**src/rtl/alu_seq_exec.sv**
```systemverilog
// Sequential ALU: decodes aluOp/func into a 3-bit control code and executes it behind
// valid/ready handshakes. Single-cycle ops finish in one cycle; MUL/DIVU iterate WIDTH cycles.
//
// state | meaning
// IDLE  | waiting for a request, in_ready = 1
// BUSY  | iterating MUL (shift-add) or DIVU (restoring)
// DONE  | result and flags presented, waiting for out_ready
module alu_seq_exec #(
  parameter int WIDTH     = 32,
  parameter bit MULDIV_EN = 1'b1
) (
  input  logic             clk,
  input  logic             rst_n,
  input  logic             in_valid,
  output logic             in_ready,
  input  logic [2:0]       aluOp,
  input  logic [3:0]       func,
  input  logic [WIDTH-1:0] a,
  input  logic [WIDTH-1:0] b,
  output logic             out_valid,
  input  logic             out_ready,
  output logic [WIDTH-1:0] result,
  output logic [2:0]       aluCtr,
  output logic             zero,
  output logic             ovf,
  output logic             dz,
  output logic             illg,
  output logic             busy
);

  localparam int CW = $clog2(WIDTH + 1);

  typedef enum logic [1:0] {S_IDLE, S_BUSY, S_DONE} state_t;

  state_t           r_state, w_state_nxt;
  logic [WIDTH-1:0] r_a, r_b, r_acc, r_result;
  logic [WIDTH:0]   r_rem;
  logic [CW-1:0]    r_ctr;
  logic [2:0]       r_alu_ctr;
  logic             r_zero, r_ovf, r_dz, r_illg;

  logic [2:0]       w_dec;
  logic             w_accept, w_md, w_div0, w_go_busy, w_last;
  logic [WIDTH-1:0] w_sum, w_dif, w_res1;
  logic             w_ovf1, w_dz1, w_ill1;
  logic [WIDTH-1:0] w_acc_add, w_quo_nxt, w_iter_res;
  logic [WIDTH+1:0] w_rem_sh;
  logic [WIDTH:0]   w_rem_nxt;
  logic             w_ge;
  logic             w_unused_func;

  // func[0] does not take part in the R-type decode
  assign w_unused_func = func[0];

  always_comb begin
    w_dec = 3'd4;
    if (aluOp == 3'b000)           w_dec = 3'd0;
    else if (aluOp[2])             w_dec = func[3:1];
    else if (aluOp[0] && !aluOp[1]) w_dec = 3'd5;
  end

  assign w_accept  = in_valid && (r_state == S_IDLE);
  assign w_md      = (w_dec[2:1] == 2'b11);
  assign w_div0    = (w_dec == 3'd7) && (b == '0);
  assign w_go_busy = MULDIV_EN && w_md && !w_div0;

  assign w_sum = a + b;
  assign w_dif = a - b;

  always_comb begin
    w_res1 = '0;
    w_ovf1 = 1'b0;
    w_dz1  = 1'b0;
    w_ill1 = 1'b0;
    case (w_dec)
      3'd0: begin
        w_res1 = w_sum;
        w_ovf1 = (a[WIDTH-1] == b[WIDTH-1]) && (w_sum[WIDTH-1] != a[WIDTH-1]);
      end
      3'd1: begin
        w_res1 = w_dif;
        w_ovf1 = (a[WIDTH-1] != b[WIDTH-1]) && (w_dif[WIDTH-1] != a[WIDTH-1]);
      end
      3'd2: w_res1 = a & b;
      3'd3: w_res1 = a | b;
      3'd4: w_res1 = a ^ b;
      3'd5: w_res1 = {{(WIDTH-1){1'b0}}, ($signed(a) < $signed(b))};
      default: begin
        if (!MULDIV_EN) begin
          w_ill1 = 1'b1;
        end else if (w_div0) begin
          w_res1 = '1;
          w_dz1  = 1'b1;
        end
      end
    endcase
  end

  // One iteration step; on the last step the result is taken straight from these nets
  assign w_acc_add  = r_acc + (r_b[0] ? r_a : '0);
  assign w_rem_sh   = {r_rem, r_a[WIDTH-1]};
  assign w_ge       = (w_rem_sh >= {2'b00, r_b});
  assign w_rem_nxt  = w_ge ? (w_rem_sh[WIDTH:0] - {1'b0, r_b}) : w_rem_sh[WIDTH:0];
  assign w_quo_nxt  = {r_acc[WIDTH-2:0], w_ge};
  assign w_iter_res = (r_alu_ctr == 3'd6) ? w_acc_add : w_quo_nxt;
  assign w_last     = (r_ctr == CW'(1));

  always_ff @(posedge clk or negedge rst_n) begin
    if (!rst_n) r_state <= S_IDLE;
    else        r_state <= w_state_nxt;
  end

  always_comb begin
    w_state_nxt = r_state;
    case (r_state)
      S_IDLE:  if (w_accept) w_state_nxt = w_go_busy ? S_BUSY : S_DONE;
      S_BUSY:  if (w_last) w_state_nxt = S_DONE;
      S_DONE:  if (out_ready) w_state_nxt = S_IDLE;
      default: w_state_nxt = S_IDLE;
    endcase
  end

  always_ff @(posedge clk or negedge rst_n) begin
    if (!rst_n) begin
      r_a       <= '0;
      r_b       <= '0;
      r_acc     <= '0;
      r_rem     <= '0;
      r_ctr     <= '0;
      r_alu_ctr <= '0;
      r_result  <= '0;
      r_zero    <= 1'b0;
      r_ovf     <= 1'b0;
      r_dz      <= 1'b0;
      r_illg    <= 1'b0;
    end else begin
      case (r_state)
        S_IDLE: begin
          if (w_accept) begin
            r_alu_ctr <= w_dec;
            r_a       <= a;
            r_b       <= b;
            r_acc     <= '0;
            r_rem     <= '0;
            r_ctr     <= CW'(WIDTH);
            r_result  <= w_res1;
            r_zero    <= (w_res1 == '0);
            r_ovf     <= w_ovf1;
            r_dz      <= w_dz1;
            r_illg    <= w_ill1;
          end
        end
        S_BUSY: begin
          r_ctr <= r_ctr - CW'(1);
          r_a   <= r_a << 1;
          if (r_alu_ctr == 3'd6) begin
            r_acc <= w_acc_add;
            r_b   <= r_b >> 1;
          end else begin
            r_acc <= w_quo_nxt;
            r_rem <= w_rem_nxt;
          end
          if (w_last) begin
            r_result <= w_iter_res;
            r_zero   <= (w_iter_res == '0);
            r_ovf    <= 1'b0;
            r_dz     <= 1'b0;
            r_illg   <= 1'b0;
          end
        end
        default: ;
      endcase
    end
  end

  assign in_ready  = (r_state == S_IDLE);
  assign out_valid = (r_state == S_DONE);
  assign busy      = (r_state != S_IDLE);
  assign result    = r_result;
  assign aluCtr    = r_alu_ctr;
  assign zero      = r_zero;
  assign ovf       = r_ovf;
  assign dz        = r_dz;
  assign illg      = r_illg;

endmodule

```
**config.mk**
```make
export PLATFORM = sky130hd
export DESIGN_NAME = alu_seq_exec
export DESIGN_NICKNAME = d
export VERILOG_FILES = /design/src/rtl/alu_seq_exec.sv
export SDC_FILE = /design/constraint.sdc
export NUM_CORES = 1
export LEC_CHECK = 0
export ABC_AREA = 1
export CAP_MARGIN = 5
export CORE_MARGIN = 4
export CORE_UTILIZATION = 40
export DETAILED_ROUTE_END_ITERATION = 6
export PLACE_DENSITY = 0.62
export SKIP_LAST_GASP = 1
export SYNTH_ARGS = -nofsm -noshare
export SYNTH_HDL_FRONTEND = slang
export SYNTH_SLANG_ARGS = --single-unit
```
**constraint.sdc**
```tcl
create_clock -name clk -period 6.55 [get_ports clk]
set_input_delay 0.9825 -clock clk [delete_from_list [all_inputs] [get_ports clk]]
set_output_delay 0.9825 -clock clk [all_outputs]
set_load 0.01 [all_outputs]
```
[Yosys cells after proc, flatten, opt, wreduce, memory -nomap -nowiden]
Cells that the tools add are included.
Word-level totals
  output and inout bits: 42
  flip-flop bits (word level): 176
  input port bits: 75
  logic and storage cells: 106
Cells by class
  bitwise gates (word level): 3
  equal/unequal tests: 20
  muxes and demuxes: 41
  add/subtract/negate cells: 5
  reductions and logical operators: 23
  order comparisons: 2
Operators by type and width (count)
  $mux 32: 9
  $pmux 32 s2: 4
  $pmux 32 s6: 1
  $mux 33: 3
  $logic_not 32->1: 3
  $pmux 33 s2: 1
  $add 32x32->32: 2
  $ge 34x32->1: 1
  $sub 33x32->33: 1
  $and 32x32->32: 1
  $lt 32x32->1: 1
  $or 32x32->32: 1
  $sub 32x32->32: 1
  $xor 32x32->32: 1
  $eq 3x3->1 const B: 4
  $pmux 6 s2: 1
  $reduce_and 3->1: 4
  $pmux 1 s2: 5
  $mux 1: 9
  $mux 2: 4
  $eq 3x2->1 const B: 2
  $eq 6x1->1 const B: 1
  $logic_and 1x1->1: 6
  $logic_not 3->1: 2
  16 further kinds: 26

[Longest topological paths before layout]
  word-level depth: 12
  depth in mapped cells: 25

[Worst setup path after synthesis]
No wires, ideal clock.
  path type: input -> register
  start: in a[0]
  end: reg r_zero (netlist: zero)
  arrival: 2.817 ns
  data required time: 6.484 ns
  stages on the path: 21
  path slack: 3.667 ns
  buffers on the path: 0
  cells stage by stage: inv_1 -> ha_1 -> inv_1 -> fa_1 -> nand2_1 -> nand2_1 -> nand3_1 -> nand2_1 -> nand2_1 -> nand2_1 -> nand2_1 -> nand3_1 -> nand3_1 -> nand4_1 -> nor2_1 -> nand2_1 -> nor2_1 -> nand3_1 -> nand2_1 -> nand2_1 -> nand2_1
On the way
  longest elaborated chain between the ends: 5
RTL lines
  start: declaration: RTL line 18  | input logic [WIDTH-1:0] a,
  $sub 32x32->32, or another cell as far along: RTL line 68  | assign w_dif = a - b;
  $pmux 32 s6 (*): RTL line 75  | case (w_dec)
  $logic_not 32->1 (*): RTL line 147  | r_zero <= (w_res1 == '0);
  $mux 1 (*): RTL line 139  | if (w_accept) begin
  $pmux 1 s2 (*): RTL line 137  | case (r_state)
  end signal: assignment: RTL line 147
  end signal: assignment: RTL line 165  | r_zero <= (w_iter_res == '0);
  end: declaration: RTL line 40  | logic r_zero, r_ovf, r_dz, r_illg;
Every way passes the cells marked *; elsewhere a longest branch is shown, timed or not. The select of a mux whose other input is x is not followed.
A chain may end at the register's enable or synchronous reset.

[Worst setup path after layout]
  start: reg r_a[31]
  end: reg r_rem[1]
On the way
  longest elaborated chain between the ends: 4
RTL lines
  start: declaration: RTL line 36  | logic [WIDTH-1:0] r_a, r_b, r_acc, r_result;
  start signal: assignment: RTL line 155  | r_a <= r_a << 1;
  $sub 33x32->33 / $ge 34x32->1 (equally long branches): RTL line 103, 102
  $mux 33 (*): RTL line 103  | assign w_rem_nxt = w_ge ? (w_rem_sh[WIDTH:0] - {1'b0, r_b}) : w_rem_sh[WIDTH:0];
  $mux 33 (*): RTL line 156  | if (r_alu_ctr == 3'd6) begin
  $pmux 33 s2 (*): RTL line 137
  end signal: assignment: RTL line 161  | r_rem <= w_rem_nxt;
  end: declaration: RTL line 37  | logic [WIDTH:0] r_rem;
Marked as above.

==> metrics <==
status=finished, violations left; failing checks=design-rule violations; HP Class=in -> async; leakage=11.4 nW; Post-Synthesis Cell Area=0.0191 mm2; post-CTS sizing=0; Final Net Count=3,444; postcts setup bufs=0; total die area=0.0514 mm2; worst hold margin=between 400 and 500 ps; hold buffer count at CTS=0; EDFF count, synth=0; Max Fclk=233 MHz; largest net degree at the start of global routing=84; CTS tree=built; cts bufs inserted=17; Mapped Nets=3,404; crit-path max FO=33; final clock skew=13.2 ps; fraction of layout instances using a drive strength above 1=between 3 and 4%; CP bufs+invs=2; critical path depth=14; Syn Area/Cell=6.06 um2; DR vias=20,742; Rows=slightly below 80; TNS Setup=0 ps; Slew Limit Fails=0; Synth Flop Type=dfrtp_1; Initial Util=around 41%; leading area contributor after synthesis=dfrtp_1; top cells by count, synth=nand2_1, inv_1, nor2_1; grt ovf=0; flop2flop setup slack=2250 ps; FF+latch area=roughly 0.0044 mm2; GRT Total Usage=27.7%; most frequent cell after synthesis=nand2_1; final worst setup slack=2250 ps; TritonRoute pass-1 iters=7; core footprint=between 0.04 and 0.05 mm2; maximum vdd drop=approximately 280 uV; Synth warnings=0; dpl hpwl=57.9 mm; RSZ-0062 raised after global routing=no; IO Port Bufs=114; I/O pin cnt=approximately 120; crit path time final=~4300 ps; non-filler cells, final=3,817; fraction of registers with async set/reset=100%; number of global-route vias before repair=20,089; CP Launch Point=r_a[31]; fin crit share=65.6%; Vias/cell=5.43; Setup Viol. Count Final=0; endpoint class of the critical path=flop; CP Launch Type=flop; Reg-to-Reg End=r_rem[1]; Worst setup endpoint=r_rem[1]; initial antenna violation count=1; Slew HR=between 30% and 40%; number of fill cells in the layout=4,989; area delta synth->final=11.2%; CP arrival=4680 ps; synthesized flop and latch total=approximately 180; CTS max path bufs=2; sequential fraction of the synthesis area=22.9%; area share of the largest cell type after synthesis=22.9%; max incr delay on CP=580 ps; top cells by area, synth=dfrtp_1, nand2_1, ha_1; P per Cell Area=315 mW/mm2; H-tree levels=4; crit path kind=reg -> reg; Clk Latency, worst-skew pair=500 ps; Netlist cell types=54; drt initial violations=1,535; worst r2r src=r_a[31]; wire length per cell=18.8 um; crit-path most repeated cell=nand2_1; Largest delay share family, worst path=simple AND/OR/NAND/NOR gates; MaxCap Viol Count=0; clock sink total=175; placer congestion estimate=1.00; Detailed Route WL=slightly above 70 mm; CP required=just under 7000 ps; first-pass GRT wire length=110 mm; Reg2Reg Depth=14; Placed Instances=between 3,000 and 4,000; final hold vios=0; Least-Margin Pin Slew=1040 ps; Worst-path clk slew=80 ps; CP cell instances=inv_1 > ha_1 > fa_1 > nand3b_1 > nand2_1 > a21boi_1 > o21ai_1 > nand2_1 > nand2_1 > nand2_1 > nand2_2 > buf_4 > nand2_1 > a32o_1; Synth Instances=3,156; detailed-route DRC error count=13; Root Buffer Master=clkbuf_16; die height=around 230 um; area of the multi-input gates=0.0123 mm2; Final ANT Viol Nets=0; Post-Place Setup Slack=1900 ps; Worst path slowest cell=dfrtp_1; Die X=approximately 230 um
[area by class of cell]
cell class | count | share of cell area (%)
multi-input cells | 2348 | 57.8
flip-flops and latches | 175 | 20.6
inverters | 523 | 9.24
repair buffers | 131 | 5.98
well taps | 607 | 3.57
clock buffers | 17 | 2.00
clock inverters | 15 | 0.823
diodes | 1 | 0.0118
[where the power goes]
| group | internal (W) | total [W] | leakage [nW] | switching [W] |
|---|---|---|---|---|
| Clock | 0.000543 | 0.00109 | 0.290 | 0.000544 |
| Combinational | 0.00134 | 0.00389 | 8.91 | 0.00255 |
| Sequential | 0.00146 | 0.00172 | 2.24 | 0.000260 |
[stage by stage]
stage | power (W) | area, um2 | util, %
3_5_place_dp | 0.00559 | 20700 | 44.0
4_1_cts | 0.00669 | 21300 | 45.3
2_1_floorplan | 0.00430 | 19100 | -
6_report | 0.00670 | 21300 | 45.3
3_3_place_gp | 0.00553 | 20700 | 44.0
5_1_grt | 0.00724 | 21300 | 45.3
[kinds of logic (layout without fill, tap and decap cells)]
kind of cell	count (synthesis)	after routing	synth area share, %
and+or+nand+nor	1569	1569	33.7
buffers and inverters	633	686	13.0
AOI/OAI and AO/OA	556	556	16.6
DFF	175	175	22.9
adders and majority gates	173	173	11.5
xor gates and xnor gates	48	48	2.20
other	1	2	0.0196
muxes	1	1	0.0523
[routing by layer]
metal / wire, um / track usage, % / share of wire (%) / vias to the layer above
met4: 3110 / 13.1 / 4.3 / 2
met2: 33100 / 45.6 / 46 / 740
met5: 13 / 0 / 0.018 / -
met1: 30700 / 35.9 / 43 / 9657
li1: - / - / - / 10190
met3: 4820 / 4.07 / 6.7 / 153
[worst min path at each step]
stage	endpoint	slack (ps)	cells past startpoint
5_1_grt	r_acc[27]	440	1
3_3_place_gp	result[6]	480	1
2_1_floorplan	r_ctr[5]	460	1
3_5_place_dp	result[6]	490	1
4_1_cts	r_acc[27]	420	1
6_report	r_acc[27]	420	1
[registers in the layout, indices dropped and copies added, names as in the netlist]
signal / cells
dz: 1
r_acc: 32
zero: 1
result: 32
aluCtr: 3
r_ctr: 6
ovf: 1
r_b: 32
r_state: 2
r_a: 32
r_rem: 33
[cell usage in the layout (no fill, tap or decap), drive strengths merged, types with 2 or more instances in the layout]
cell	instances
a21o	6
a21oi	179
a221oi	4
a31oi	32
buf	17
clkbuf	18
clkdlybuf4s50	113
clkinv	7
clkinvlp	2
dfrtp	175
fa	4
ha	169
inv	528
nand2	952
nand3	224
nand4	46
nor2	292
nor3	28
nor4	4
o211ai	66
o21a	10
o21ai	206
o21bai	17
o22ai	28
or2	20
xnor2	31
xor2	17
Note: power is estimated with default switching activity, not from simulation.
